File: src/rtl/hazard_ctrl_pkg.sv
// Shared types and constants for the decode-stage hazard sequencer.
package hazard_ctrl_pkg;

  localparam int REG_AW   = 5;
  localparam int NUM_REGS = 1 << REG_AW;

  typedef logic [REG_AW-1:0] reg_addr_t;

  // Architectural zero register: never written, never a hazard source.
  localparam reg_addr_t REG_X0 = '0;

  typedef enum logic {
    HZ_STATE_RUN    = 1'b0,
    HZ_STATE_REFILL = 1'b1
  } hz_state_e;

  // Front-end control bundle driven toward the IF->ID and decode registers.
  typedef struct packed {
    logic stall_if;
    logic flush_if;
    logic stall_id;
    logic flush_id;
  } pipe_ctrl_t;

  function automatic logic is_reg_x0(input reg_addr_t addr);
    return addr == REG_X0;
  endfunction

endpackage

File: src/rtl/hazard_ctrl_scoreboard.sv
// Per-register count of in-flight writes: one increment (issue) and one
// decrement (retire) port, two source-pending read ports and a full check.
module hz_scoreboard
  import hazard_ctrl_pkg::*;
#(
  parameter int CNT_W = 2
) (
  input  logic      clk,
  input  logic      rst,
  input  reg_addr_t raddr1,
  input  reg_addr_t raddr2,
  input  reg_addr_t chk_addr,
  input  logic      inc_en,
  input  reg_addr_t inc_addr,
  input  logic      dec_en,
  input  reg_addr_t dec_addr,
  output logic      pend1,
  output logic      pend2,
  output logic      full,
  output logic      busy
);

  localparam logic [CNT_W-1:0] CNT_MAX = '1;
  localparam logic [CNT_W-1:0] CNT_ONE = {{(CNT_W-1){1'b0}}, 1'b1};

  logic [CNT_W-1:0] cnt_q [NUM_REGS];
  logic [CNT_W-1:0] cnt_d [NUM_REGS];

  // Next count per register: issue and retire on the same register cancel,
  // increments saturate, and a retire of an idle register holds at zero.
  always_comb begin
    for (int i = 0; i < NUM_REGS; i++) begin
      // NOTE: every combinational output gets a default before any branch so
      // no path leaves it unassigned, which would otherwise infer a latch.
      cnt_d[i] = cnt_q[i];
      if (i == 0) begin
        cnt_d[i] = '0;
      end else if (inc_en && inc_addr == reg_addr_t'(i) &&
                   !(dec_en && dec_addr == reg_addr_t'(i))) begin
        if (cnt_q[i] != CNT_MAX) cnt_d[i] = cnt_q[i] + CNT_ONE;
      end else if (dec_en && dec_addr == reg_addr_t'(i) &&
                   !(inc_en && inc_addr == reg_addr_t'(i))) begin
        if (cnt_q[i] != '0) cnt_d[i] = cnt_q[i] - CNT_ONE;
      end
    end
  end

  // Counter bank register.
  always_ff @(posedge clk) begin
    if (rst) begin
      // NOTE: the whole counter array is reset, unlike a data RAM: a stale
      // count after reset would hold decode on a writer that no longer exists.
      for (int i = 0; i < NUM_REGS; i++) cnt_q[i] <= '0;
    end else begin
      // NOTE: state is updated with non-blocking assignments so every flop
      // samples pre-edge values regardless of statement order.
      cnt_q <= cnt_d;
    end
  end

  // Read ports and the aggregate busy flag, all from registered counts.
  always_comb begin
    pend1 = cnt_q[raddr1] != '0;
    pend2 = cnt_q[raddr2] != '0;
    full  = cnt_q[chk_addr] == CNT_MAX;
    busy  = 1'b0;
    for (int i = 0; i < NUM_REGS; i++) begin
      if (cnt_q[i] != '0) busy = 1'b1;
    end
  end

endmodule

File: src/rtl/hazard_ctrl.sv
// Decode-stage pipeline sequencer: RAW/WAW-full interlock via a write
// scoreboard, redirect refill sequencing and a hazard-stall perf counter.
module hazard_ctrl
  import hazard_ctrl_pkg::*;
#(
  parameter int CNT_W     = 2,
  parameter int FLUSH_LEN = 1,
  parameter int PERF_W    = 16
) (
  input  logic              clk,
  input  logic              rst,
  input  logic              id_valid_i,
  input  logic [4:0]        id_raddr1_i,
  input  logic [4:0]        id_raddr2_i,
  input  logic [4:0]        id_waddr_i,
  input  logic              wb_valid_i,
  input  logic [4:0]        wb_waddr_i,
  input  logic              redirect_i,
  input  logic              mem_stall_i,
  output logic              stall_if_o,
  output logic              flush_if_o,
  output logic              stall_id_o,
  output logic              flush_id_o,
  output logic              busy_o,
  output logic [PERF_W-1:0] stall_cnt_o
);

  localparam int              FC_W         = 4;
  localparam logic [FC_W-1:0] FC_ONE       = {{(FC_W-1){1'b0}}, 1'b1};
  localparam logic [FC_W-1:0] FLUSH_RELOAD = FC_W'(FLUSH_LEN - 1);
  localparam logic [PERF_W-1:0] PERF_ONE   = {{(PERF_W-1){1'b0}}, 1'b1};

  hz_state_e       state_q, state_d;
  logic [FC_W-1:0] fcnt_q, fcnt_d;
  logic [PERF_W-1:0] stall_cnt_q;

  logic       pend1, pend2, wfull, busy;
  logic       raw, waw_full, hz, redirect, issue;
  logic       inc_en, dec_en;
  pipe_ctrl_t ctrl;

  hz_scoreboard #(
    .CNT_W(CNT_W)
  ) u_scoreboard (
    .clk      (clk),
    .rst      (rst),
    .raddr1   (id_raddr1_i),
    .raddr2   (id_raddr2_i),
    .chk_addr (id_waddr_i),
    .inc_en   (inc_en),
    .inc_addr (id_waddr_i),
    .dec_en   (dec_en),
    .dec_addr (wb_waddr_i),
    .pend1    (pend1),
    .pend2    (pend2),
    .full     (wfull),
    .busy     (busy)
  );

  // Hazard detection from registered counts only; WB is not bypassed.
  always_comb begin
    raw      = id_valid_i &
               ((!is_reg_x0(id_raddr1_i) & pend1) |
                (!is_reg_x0(id_raddr2_i) & pend2));
    waw_full = id_valid_i & !is_reg_x0(id_waddr_i) & wfull;
    hz       = raw | waw_full;
    redirect = redirect_i | (state_q == HZ_STATE_REFILL);
  end

  // Output priority: redirect, then backpressure, then hazard bubble.
  always_comb begin
    ctrl = '0;
    if (redirect) begin
      ctrl.flush_if = 1'b1;
      ctrl.flush_id = 1'b1;
    end else if (mem_stall_i) begin
      ctrl.stall_if = 1'b1;
      ctrl.stall_id = 1'b1;
    end else if (hz) begin
      ctrl.stall_if = 1'b1;
      ctrl.flush_id = 1'b1;
    end
  end

  // Scoreboard update requests: issue allocates, WB retires.
  always_comb begin
    issue  = id_valid_i & ~ctrl.flush_id & ~ctrl.stall_id;
    inc_en = issue & !is_reg_x0(id_waddr_i);
    dec_en = wb_valid_i & !is_reg_x0(wb_waddr_i);
  end

  // Refill sequencer next state: hold flush for FLUSH_LEN cycles per redirect.
  always_comb begin
    state_d = state_q;
    fcnt_d  = fcnt_q;
    case (state_q)
      HZ_STATE_RUN: begin
        if (redirect_i && FLUSH_LEN > 1) begin
          state_d = HZ_STATE_REFILL;
          fcnt_d  = FLUSH_RELOAD;
        end
      end
      HZ_STATE_REFILL: begin
        if (redirect_i) begin
          fcnt_d = FLUSH_RELOAD;
        end else begin
          fcnt_d = fcnt_q - FC_ONE;
          if (fcnt_q == FC_ONE) state_d = HZ_STATE_RUN;
        end
      end
      default: begin
        state_d = HZ_STATE_RUN;
        fcnt_d  = '0;
      end
    endcase
  end

  // Sequencer state register.
  always_ff @(posedge clk) begin
    if (rst) begin
      state_q <= HZ_STATE_RUN;
      fcnt_q  <= '0;
    end else begin
      state_q <= state_d;
      fcnt_q  <= fcnt_d;
    end
  end

  // Saturating count of cycles spent in a hazard bubble.
  always_ff @(posedge clk) begin
    if (rst) begin
      stall_cnt_q <= '0;
    end else if (!redirect && !mem_stall_i && hz && stall_cnt_q != '1) begin
      stall_cnt_q <= stall_cnt_q + PERF_ONE;
    end
  end

  assign stall_if_o  = ctrl.stall_if;
  assign flush_if_o  = ctrl.flush_if;
  assign stall_id_o  = ctrl.stall_id;
  assign flush_id_o  = ctrl.flush_id;
  assign busy_o      = busy;
  assign stall_cnt_o = stall_cnt_q;

endmodule
File: config.mk
export PLATFORM = sky130hd
export DESIGN_NAME = hazard_ctrl
export DESIGN_NICKNAME = d
export VERILOG_FILES = /design/src/rtl/hazard_ctrl_pkg.sv /design/src/rtl/hazard_ctrl_scoreboard.sv /design/src/rtl/hazard_ctrl.sv
export SDC_FILE = /design/constraint.sdc
export NUM_CORES = 1
export LEC_CHECK = 0
export BUFFER_PORTS_ARGS = -buffer_cell sky130_fd_sc_hd__buf_2
export CORE_AREA = 2 2 122 124
export CTS_CLUSTER_SIZE = 10
export DETAILED_ROUTE_END_ITERATION = 7
export DIE_AREA = 0 0 124 126
export PLACE_DENSITY = 0.69
export SETUP_SLACK_MARGIN = 0.5
export SLEW_MARGIN = 15
export SYNTH_ARGS = -nofsm -noshare
export SYNTH_HDL_FRONTEND = slang
export SYNTH_SLANG_ARGS = --single-unit
File: constraint.sdc
create_clock -name clk -period 3.7 [get_ports clk]
set_input_delay 0.185 -clock clk [delete_from_list [all_inputs] [get_ports clk]]
set_output_delay 0.185 -clock clk [all_outputs]
set_load 0.02 [all_outputs]
After elaboration in Yosys (flattened, before gate mapping) --
Cells that the tools add are included.
Word-level totals: bits in registers 83, bits of input ports 26, output and inout port bits 21, word-level logic and storage cells 749
Cells by class: $add $sub $neg 64, magnitude comparators 3, eq/ne operators 127, mux-type cells 176, bitwise gates (word level) 18, reductions and logical operators 327
Operators by type and width (number):
- 2-bit 2-to-1 mux | 130
- 2-bit nonzero test | 95
- 5-bit == test, second input constant | 32
- 1-bit logical AND | 127
- 2-bit != test, second input constant | 62
- 3-bit AND reduction | 31
- 5-bit by 4-bit == test with 1-bit output, second input constant | 16
- 1-bit logical NOT | 68
- 2-bit by 1-bit adder with 2-bit output, second input constant | 31
- 2-bit by 1-bit subtractor with 2-bit output, second input constant | 31
- 1-bit 2-to-1 mux | 42
- 5-bit by 3-bit == test with 1-bit output, second input constant | 8
- 2-bit binary-select mux with 5-bit select | 3
- 5-bit by 2-bit == test with 1-bit output, second input constant | 4
- 5-bit logical NOT | 4
- 6-bit >= comparator, second input constant | 3
- 5-bit inverter with 6-bit output | 3
- 16-bit by 1-bit adder with 16-bit output, second input constant | 1
- 16-bit != test, second input constant | 1
- 5-bit by 1-bit == test with 1-bit output, second input constant | 2
- 1-bit AND | 9
- 4-bit by 1-bit == test with 1-bit output, second input constant | 1
- 4-bit 2-to-1 mux | 1
- 4-bit by 1-bit subtractor with 4-bit output, second input constant | 1
- 5 further kinds | 9

Logic depth before layout (Yosys ltp) --
Gate-level depths: netlist of the first run.
depth in word-level cells 33, gate-level depth with buffers 13, gate-level depth less buffers 8

Cells and area by module --
A second synthesis of the first run with hierarchy kept.
Unflattened totals: cell total of the unflattened synthesis 797, area total of the unflattened synthesis 5891.9 µm²
Modules (own cells, without submodules):
- hz_scoreboard | times used 1, cells each 646, area an instance 4653.2 µm², sequential area each 1241.2 µm²
- hazard_ctrl | times used 1, cells each 151, area an instance 1238.7 µm², sequential area each 420.4 µm²

Least setup slack after synthesis of the first run --
OpenSTA, ideal clock, no wires.
path type register to output, from reg u_scoreboard.cnt_q[54] (netlist name), to out flush_id_o, arrival 2.782 ns, required time 3.515 ns, setup slack 0.733 ns, stages on the path, launching flop included 12, path buffers 4, cells stage by stage dfxtp_1 > clkbuf_1 > nor2_1 > mux4_1 > nor3b_1 > a211oi_2 > o211ai_2 > buf_6 > clkbuf_1 > clkbuf_1 > nor2_1 > o21ai_0
On the way: word-level cells in the longest chain between the ends 11, elaborated cells between the ends (all ways) 21, those cells by class 1 x eq/ne; 12 x mux; 6 x bitwise; 2 x reduce/logical
RTL lines:
- from (decl) | line hazard_ctrl_scoreboard.sv:26 | logic [CNT_W-1:0] cnt_q [NUM_REGS];
- from (signal assigned) | line hazard_ctrl_scoreboard.sv:57 | cnt_q <= cnt_d;
- 2-bit binary-select mux with 5-bit select, on equally long branches | line hazard_ctrl_scoreboard.sv:63, hazard_ctrl_scoreboard.sv:64
- 2-bit 2-to-1 mux, on equally long branches (2 in a row) | line hazard_ctrl_scoreboard.sv:63, hazard_ctrl_scoreboard.sv:64
- 2-bit nonzero test, on equally long branches | line hazard_ctrl_scoreboard.sv:63, hazard_ctrl_scoreboard.sv:64
- 1-bit AND, on equally long branches | line hazard_ctrl.sv:63, hazard_ctrl.sv:64
- 1-bit bitwise OR | line hazard_ctrl.sv:63 | ((!is_reg_x0(id_raddr1_i) & pend1) |
- 1-bit AND | line hazard_ctrl.sv:62 | raw = id_valid_i &
- 1-bit bitwise OR (*) | line hazard_ctrl.sv:66 | hz = raw | waw_full;
- 1-bit 2-to-1 mux (*) | line hazard_ctrl.sv:79 | end else if (hz) begin
- 1-bit 2-to-1 mux (*) | line hazard_ctrl.sv:76 | end else if (mem_stall_i) begin
- 1-bit 2-to-1 mux (*) | line hazard_ctrl.sv:73 | if (redirect) begin
- to (decl) | line hazard_ctrl.sv:23 | output logic flush_id_o,
Every way passes the cells marked *; elsewhere a longest branch is shown, timed or not. The select of a mux whose other input is x is not followed.

Final worst setup path of the first run --
from reg u_scoreboard.cnt_q[39] (netlist name), to reg u_scoreboard.cnt_q[10] (netlist name)
On the way: word-level cells in the longest chain between the ends 20, elaborated cells between the ends (all ways) 34, those cells by class 2 x eq/ne; 13 x mux; 10 x bitwise; 9 x reduce/logical
RTL lines:
- 2-bit binary-select mux with 5-bit select, on equally long branches | line hazard_ctrl_scoreboard.sv:63, hazard_ctrl_scoreboard.sv:64
- 2-bit 2-to-1 mux, on equally long branches (2 in a row) | line hazard_ctrl_scoreboard.sv:63, hazard_ctrl_scoreboard.sv:64
- 2-bit nonzero test, on equally long branches | line hazard_ctrl_scoreboard.sv:63, hazard_ctrl_scoreboard.sv:64
- 1-bit AND, on equally long branches | line hazard_ctrl.sv:63, hazard_ctrl.sv:64
- 1-bit bitwise OR | line hazard_ctrl.sv:63
- 1-bit AND | line hazard_ctrl.sv:62
- 1-bit bitwise OR (*) | line hazard_ctrl.sv:66
- 1-bit 2-to-1 mux (*) | line hazard_ctrl.sv:79
- [... 2 more ...]
- 1-bit inverter (*) | line hazard_ctrl.sv:87 | issue = id_valid_i & ~ctrl.flush_id & ~ctrl.stall_id;
- 1-bit AND (*) (2 in a row) | line hazard_ctrl.sv:87
- 1-bit AND (*) | line hazard_ctrl.sv:88 | inc_en = issue & !is_reg_x0(id_waddr_i);
- 1-bit logical AND (*) | line hazard_ctrl_scoreboard.sv:38, hazard_ctrl_scoreboard.sv:42
- 1-bit logical NOT | line hazard_ctrl_scoreboard.sv:42 | !(inc_en && inc_addr == reg_addr_t'(i))) begin
- 1-bit logical AND | line hazard_ctrl_scoreboard.sv:41 | end else if (dec_en && dec_addr == reg_addr_t'(i) &&
- 2-bit nonzero test (no line)
- 3-bit AND reduction (no line)
Marks and branches as above. A chain may end at the register's enable or synchronous reset.

==> results.py, run 1 <==
metrics = {
    "finish": {
        "antenna_cells": 0,
        "nNetsFinal": 876,
        "final_cells": 1036,
        "area_growth_pct": 12.5,
        "drive_gt1_frac": 0.180,
    },
    "worst_setup_path": {
        "r2r_cells": 9,
        "required_ns": 4.00,
        "r2r_start": "u_scoreboard.cnt_q[39]",
        "r2r-end": "u_scoreboard.cnt_q[10]",
        "start_kind": "register",
        "critical_path_class": "reg -> reg",
        "crit_end": "u_scoreboard.cnt_q[10]",
        "worst-path-max-fanout": 7,
        "startpoint": "u_scoreboard.cnt_q[39]",
        "cp.arrival_ns": 3.42,
        "end_kind": "register",
        "reg2reg_slack_ns": 0.58,
    },
    "worst_hold_path": {
        "hold_depth": 3,
        "holdCritPathClass": "in -> reg",
    },
    "job": {
        "drv_cap": 0,
    },
    "grt": {
        "met2_usage": 0.392,
        "gr-usage-met3": 0.0589,
        "grt_pass1_vias": 6026,
        "gr-max-usage-layer": "met2",
        "antenna_found_initial": 0,
        "met1_usage": 0.346,
        "gr-total-overflow": 0,
        "grt_max_degree": 47,
        "grt_use_total": 0.261,
        "grt_pass1_wl_um": 31800,
    },
    "synthesis": {
        "yosys-mux-area-fraction": 0.126,
        "yosys.area.top_type": "dfxtp_1",
        "synth-simple-area-share": 0.335,
        "synth_cell_types": 77,
        "ys_seq_area_frac": 0.262,
        "synthAdderAreaFrac": 0.00592,
        "synth_top_cell_area_share": 0.262,
        "synthTopCellsByArea": "dfxtp_1 (26%), mux4_2 (6.7%), nor2_1 (5.6%)",
        "ys_warn_count": 0,
        "synth_xor_area_frac": 0.0152,
        "syn-num-nets": 849,
        "synth_ff_type": "dfxtp_1",
        "synth_edf_count": 0,
        "synth_area_um2": 6340,
        "synth_top_family_by_area": "simple AND/OR/NAND/NOR gates",
        "synth_compound_area_frac": 0.215,
        "syn_avg_cell_area_um2": 7.73,
        "synth_cells": 820,
        "async_reset_ff_frac": 0,
        "ys_ff_latch": 83,
    },
    "timing": {
        "fin_hold_ws_ns": 0.234,
        "grt_setup_unrepaired": "false",
        "hold_viol": 0,
        "fin_crit_ns": 3.12,
        "finalMaxSlewViolations": 0,
        "setup_violations": 0,
        "fin_skew_ns": 0.00789,
        "timing.final.crit_share": 0.843,
        "worst_slack_ns": 0.581,
        "worst_slew_pin_slew_ns": 0.823,
        "fmax_ghz": 0.321,
        "setup_tns_ns": 0,
        "relSlewSlack": 0.446,
    },
    "clocking": {
        "cts_buffers": 9,
        "cts_buffer_depth": 2,
        "cts_tree": "built",
        "h-tree-depth": 3,
        "clock_sinks": 83,
        "clock_latency_ns": 0.36,
        "root_buffer": "clkbuf_16",
        "clk_pin_slew_ns": 0.07,
        "ctsHoldBuffers": 0,
    },
    "routing": {
        "postRouteWirelength_um": 19900,
        "viasPerCell": 6.44,
        "drc": 0,
        "drt_iter0_drc": 761,
        "dr.pass1.iters": 6,
        "avgRoutedWirePerCell_um": 19.2,
        "vias": 6676,
        "ant_nets": 0,
    },
    "floorplanning": {
        "design.core.area_um2": 14300,
        "fp-row-count": 44,
        "die-height_um": 126,
        "io_pins": 47,
        "die_area_um2": 15600,
        "start_util": 0.443,
        "die_w_um": 124,
    },
    "pwr": {
        "leakage_nw": 2.37,
        "ir_worst_vdd_mv": 0.229,
        "p_per_area_nw_per_um2": 296,
    },
    "place": {
        "port_buffers": 46,
        "dpl.hpwl_um": 14800,
        "gp_congestion": 0.971,
        "dp_slack_ns": 0.407,
        "dp.cells": 1016,
    },
    "run_status": {
        "status": "finished, final reports clean",
    },
}
[layer usage]
| metal | up-vias | share of wire |
|---|---|---|
| met1 | 3102 | 0.42 |
| met4 | 0 | 0.042 |
| met5 | - | 0 |
| met3 | 59 | 0.088 |
| met2 | 334 | 0.45 |
| li1 | 3181 | - |
[where the power goes]
group	internal (W)	leakage (nW)	switching, W
Sequential	0.000894	0.677	0.00000234
Clock	0.000535	0.149	0.000422
Combinational	0.0000781	1.54	0.000177
[critical path, cell delays in order, from the launching register on]
cell and delay (ns):
dfxtp_2 0.36, nor3_2 0.19, a21oi_1 0.06, mux4_2 0.52, a211oi_4 0.30, o211ai_4 0.15, buf_4 0.18, or4_4 0.55
or4b_2 0.63, nand4_1 0.12
[synth_stat cells (3+ instances only)]
library cell	instances
nor4b_1	5
nand4b_1	3
and2_1	16
nand2b_1	17
buf_6	3
nand2_1	64
dfxtp_1	83
o211ai_1	11
o21a_1	4
o21ai_0	69
clkbuf_1	28
or4b_2	8
a21oi_1	59
ha_1	3
xnor2_1	6
and4_1	4
or3_1	21
nand3_1	22
mux4_2	19
xor2_1	5
a311oi_1	5
mux2_2	8
inv_1	11
and3_1	12
buf_2	9
o2111ai_1	3
nand4_1	19
o21bai_1	7
nand3b_1	4
mux4_1	3
a21o_1	3
or4_1	8
nor3b_1	13
nor2_1	95
mux2i_1	20
a211oi_1	5
nor3_1	46
a31oi_1	8
a22oi_1	4
nor4_1	21
a221oi_1	9
o31ai_1	4
nor2b_1	12
[kinds of logic (layout without fill, tap and decap cells)]
logic type | count (synthesis) | in the layout
AOI/OAI and AO/OA | 217 | 217
DFF | 83 | 83
adders and majority gates | 3 | 3
and+or+nand+nor | 399 | 399
buffers and inverters | 57 | 89
xor gates and xnor gates | 11 | 11
muxes | 50 | 50
[flip-flops by register name, indices dropped and copies added (netlist names)]
register,cells
u_scoreboard.cnt_q,62
stall_cnt_o,16
fcnt_q,4
state_q,1
[what timing repair did]
item,in CTS,in global routing
buffers inserted,2,2
endpoints found under the setup margin,5,14
gates resized for setup,1,34
pin swaps,1,5
[per-stage QoR]
step | util | cell area (um^2) | power (W)
floorplan | - | 6340 | 0.00108
global placement | 0.467 | 6680 | 0.00115
detailed placement | 0.467 | 6680 | 0.00115
CTS | 0.490 | 7010 | 0.00212
global route | 0.498 | 7130 | 0.00218
finish | 0.498 | 7130 | 0.00211
[placed cells by master (no fill, tap or decap), types with 13 or more instances in the layout]
master and n:
nor2_1 89, o21ai_0 68, dfxtp_1 67, nand2_1 64, a21oi_1 59, buf_2 46, nor3_1 41, nand3_1 22
or3_1 21, mux2i_1 20, mux4_2 19, nand4_1 19, nor4_1 19, nand2b_1 17, and2_1 16, dfxtp_2 16
buf_4 13
[final cells by class]
| class | count | area, um^2 |
|---|---|---|
| clock buffer | 9 | 225 |
| clock inverter | 7 | 83.8 |
| fill | 1450 | 7180 |
| inverter | 13 | 48.8 |
| multi-input combinational | 680 | 4520 |
| sequential | 83 | 1680 |
| tap | 184 | 230 |
| timing repair buffer | 60 | 348 |
[how the worst min path moves through the flow]
stage	start	endpoint	slack [ns]
6_report	redirect_i	state_q	0.23
2_1_floorplan	redirect_i	state_q	0.43
3_5_place_dp	stall_cnt_o[14]	stall_cnt_o[14]	0.49
4_1_cts	redirect_i	state_q	0.23
5_1_grt	redirect_i	state_q	0.26
3_3_place_gp	stall_cnt_o[7]	stall_cnt_o[7]	0.48
Power figures use the tool's default switching activity.
==> run 2: changes to the inputs <==
--- a/config.mk
+++ b/config.mk
@@ -5,11 +5,12 @@
 export SDC_FILE = /design/constraint.sdc
 export NUM_CORES = 1
 export LEC_CHECK = 0
+export ABC_AREA = 1
 export BUFFER_PORTS_ARGS = -buffer_cell sky130_fd_sc_hd__buf_2
-export CORE_AREA = 2 2 122 124
+export CORE_AREA = 2 2 123 125
 export CTS_CLUSTER_SIZE = 10
 export DETAILED_ROUTE_END_ITERATION = 7
-export DIE_AREA = 0 0 124 126
+export DIE_AREA = 0 0 125 127
 export PLACE_DENSITY = 0.69
 export SETUP_SLACK_MARGIN = 0.5
 export SLEW_MARGIN = 15
==> constraint.sdc (replaced) <==
create_clock -name clk -period 3.2 [get_ports clk]
set_input_delay 0.16 -clock clk [delete_from_list [all_inputs] [get_ports clk]]
set_output_delay 0.16 -clock clk [all_outputs]
set_load 0.02 [all_outputs]
==> run 2 against run 1 <==
  * Via count rose by 14%
  * Maximum frequency rose by 23%
  * Flip-flop and latch count did not move
  * Non-clock buffer count rose by 1
  * Synthesized cell count rose by 42%
  * Cell count rose by 35%
  * Critical path type unchanged
==> results.py, run 2 <==
metrics = {
    "floorplanning": {
        "die_area_um2": 15900,
        "io_pins": 47,
        "die-height_um": 127,
        "die_w_um": 125,
        "fp-row-count": 44,
        "design.core.area_um2": 14400,
        "start_util": 0.449,
    },
    "worst_setup_path": {
        "end_kind": "register",
        "r2r-end": "stall_cnt_o[6]",
        "start_kind": "register",
        "reg2reg_slack_ns": 0.67,
        "cp.arrival_ns": 2.81,
        "r2r_cells": 17,
        "crit_end": "stall_cnt_o[6]",
        "required_ns": 3.48,
        "worst-path-max-fanout": 5,
        "startpoint": "u_scoreboard.cnt_q[6]",
        "critical_path_class": "reg -> reg",
        "r2r_start": "u_scoreboard.cnt_q[6]",
    },
    "finish": {
        "antenna_cells": 0,
        "layout_commonest_cell": "nand2_1",
        "largest_reg_flops": 62,
        "final_util": 0.511,
        "regMostFlops": "u_scoreboard.cnt_q",
        "nNetsFinal": 1238,
        "area_growth_pct": 13.9,
        "fill_cells": 1543,
        "layout_common_cells": "nand2_1 (288), nor2_1 (205), inv_1 (172)",
        "drive_gt1_frac": 0.107,
    },
    "grt": {
        "gr-total-overflow": 0,
        "gr-usage-met3": 0.0607,
        "met2_usage": 0.425,
        "gr-max-usage-layer": "met2",
        "grt_max_degree": 47,
        "grt_use_total": 0.265,
        "grt_pass1_vias": 6962,
        "antenna_found_initial": 0,
        "grt_pass1_wl_um": 33900,
        "met1_usage": 0.348,
    },
    "run_status": {
        "status": "finished, final reports clean",
    },
    "synthesis": {
        "async_reset_ff_frac": 0,
        "syn_avg_cell_area_um2": 5.55,
        "synth_ff_type": "dfxtp_1",
        "yosys.area.top_type": "dfxtp_1",
        "ys_seq_area_frac": 0.257,
        "syn-num-nets": 1196,
        "synth_area_um2": 6470,
        "synth_common_cells": "nand2_1 (291), nor2_1 (222), inv_1 (176), nand3_1 (101), a21oi_1 (96)",
        "yosys.cell_count.top_type": "nand2_1",
        "synth_top_cell_area_share": 0.257,
        "synthTopCellsByArea": "dfxtp_1 (26%), nand2_1 (17%), nor2_1 (13%)",
        "synth_cells": 1167,
        "ys_warn_count": 0,
        "synth_cell_types": 38,
        "ys_ff_latch": 83,
        "synth_edf_count": 0,
    },
    "routing": {
        "drt_iter0_drc": 587,
        "postRouteWirelength_um": 21500,
        "vias": 7590,
        "dr.pass1.iters": 5,
        "ant_nets": 0,
        "drc": 0,
        "viasPerCell": 5.43,
        "avgRoutedWirePerCell_um": 15.4,
    },
    "clocking": {
        "clock_latency_ns": 0.34,
        "clock_sinks": 83,
        "cts_buffer_depth": 2,
        "clk_pin_slew_ns": 0.07,
        "h-tree-depth": 3,
        "cts_buffers": 9,
        "cts_tree": "built",
        "root_buffer": "clkbuf_16",
    },
    "timing": {
        "worst_slew_pin_slew_ns": 0.918,
        "hold_viol": 0,
        "timing.final.crit_share": 0.792,
        "fin_skew_ns": 0.00954,
        "fin_crit_ns": 2.53,
        "setup_violations": 0,
        "fmax_ghz": 0.395,
        "grt_setup_unrepaired": "true",
        "relSlewSlack": 0.387,
        "finalMaxSlewViolations": 0,
        "fin_hold_ws_ns": 0.121,
        "setup_tns_ns": 0,
    },
    "pwr": {
        "leakage_nw": 3.12,
        "p_per_area_nw_per_um2": 322,
        "ir_worst_vdd_mv": 0.275,
    },
    "place": {
        "port_buffers": 46,
        "gp_congestion": 1.06,
        "dpl.hpwl_um": 16000,
    },
    "worst_hold_path": {
        "holdCritPathClass": "in -> reg",
        "hold_depth": 3,
    },
    "job": {
        "drv_cap": 0,
    },
}
==> run 2: final cells by class <==
| class | instances | area (um^2) | share of cell area |
|---|---|---|---|
| inverter | 182 | 686 | 0.0930 |
| multi-input combinational | 872 | 4080 | 0.553 |
| clock inverter | 7 | 76.3 | 0.0103 |
| timing repair buffer | 61 | 418 | 0.0567 |
| clock buffer | 9 | 225 | 0.0305 |
| sequential | 83 | 1660 | 0.225 |
| tap | 184 | 230 | 0.0312 |
==> run 2: how the worst min path moves through the flow <==
stage                               start                    end
global route                   redirect_i                state_q
global placement               redirect_i                state_q
CTS                            redirect_i                state_q
floorplan                      redirect_i                state_q
finish                         redirect_i                state_q
detailed placement  u_scoreboard.cnt_q[9]  u_scoreboard.cnt_q[9]
==> run 2: critical path: stages, from the launching register on <==
cell and delay, ns:
dfxtp_1 0.48, nor2_4 0.07, inv_1 0.09, nor2_1 0.05
nor2_1 0.12, nand2_1 0.06, nand3_1 0.10, nand3_1 0.19
nand2_1 0.14, nor2_1 0.05, nand2_1 0.10, nand4_1 0.21
buf_4 0.23, nor2_1 0.16, inv_1 0.10, nor2_1 0.14
nand2_1 0.07, a21oi_1 0.11
==> run 2: stage by stage <==
| stage | area [um^2] | std cells | total power [W] | setup WS, ns |
|---|---|---|---|---|
| 6_report | 7370 | 1398 | 0.00238 | 0.666 |
| 3_5_place_dp | 6860 | 1377 | 0.00131 | 0.266 |
| 5_1_grt | 7370 | 1398 | 0.00245 | 0.475 |
| 3_3_place_gp | 6860 | 1377 | 0.00131 | 0.434 |
| 2_1_floorplan | 6470 | 1167 | 0.00122 | 1.18 |
| 4_1_cts | 7160 | 1393 | 0.00238 | 0.548 |
==> run 2: report_power, final <==
group | internal (W) | total (W) | switching [W]
Clock | 0.000609 | 0.00107 | 0.000461
Combinational | 0.0000691 | 0.000271 | 0.000202
Sequential | 0.00103 | 0.00104 | 0.00000174
==> run 2: what timing repair did <==
action	in CTS	in global routing
gates cloned	0	2
gates resized for setup	1	48
setup buffers	0	3
pin swaps	0	2
setup endpoints to repair	1	69
hold buffers	0	0
==> run 2: logic make-up after synthesis <==
family | count (synthesis) | synth area share
buffers and inverters | 212 | 0.131
AOI/OAI and AO/OA | 146 | 0.116
xor gates and xnor gates | 3 | 0.00406
DFF | 83 | 0.257
and+or+nand+nor | 720 | 0.487
adders and majority gates | 3 | 0.00580
==> run 2: metal layers <==
layer | up-vias | wire length, um
met5 | - | 0
met4 | 0 | 606
met3 | 49 | 2130
met2 | 340 | 9330
met1 | 3389 | 9420
li1 | 3812 | -
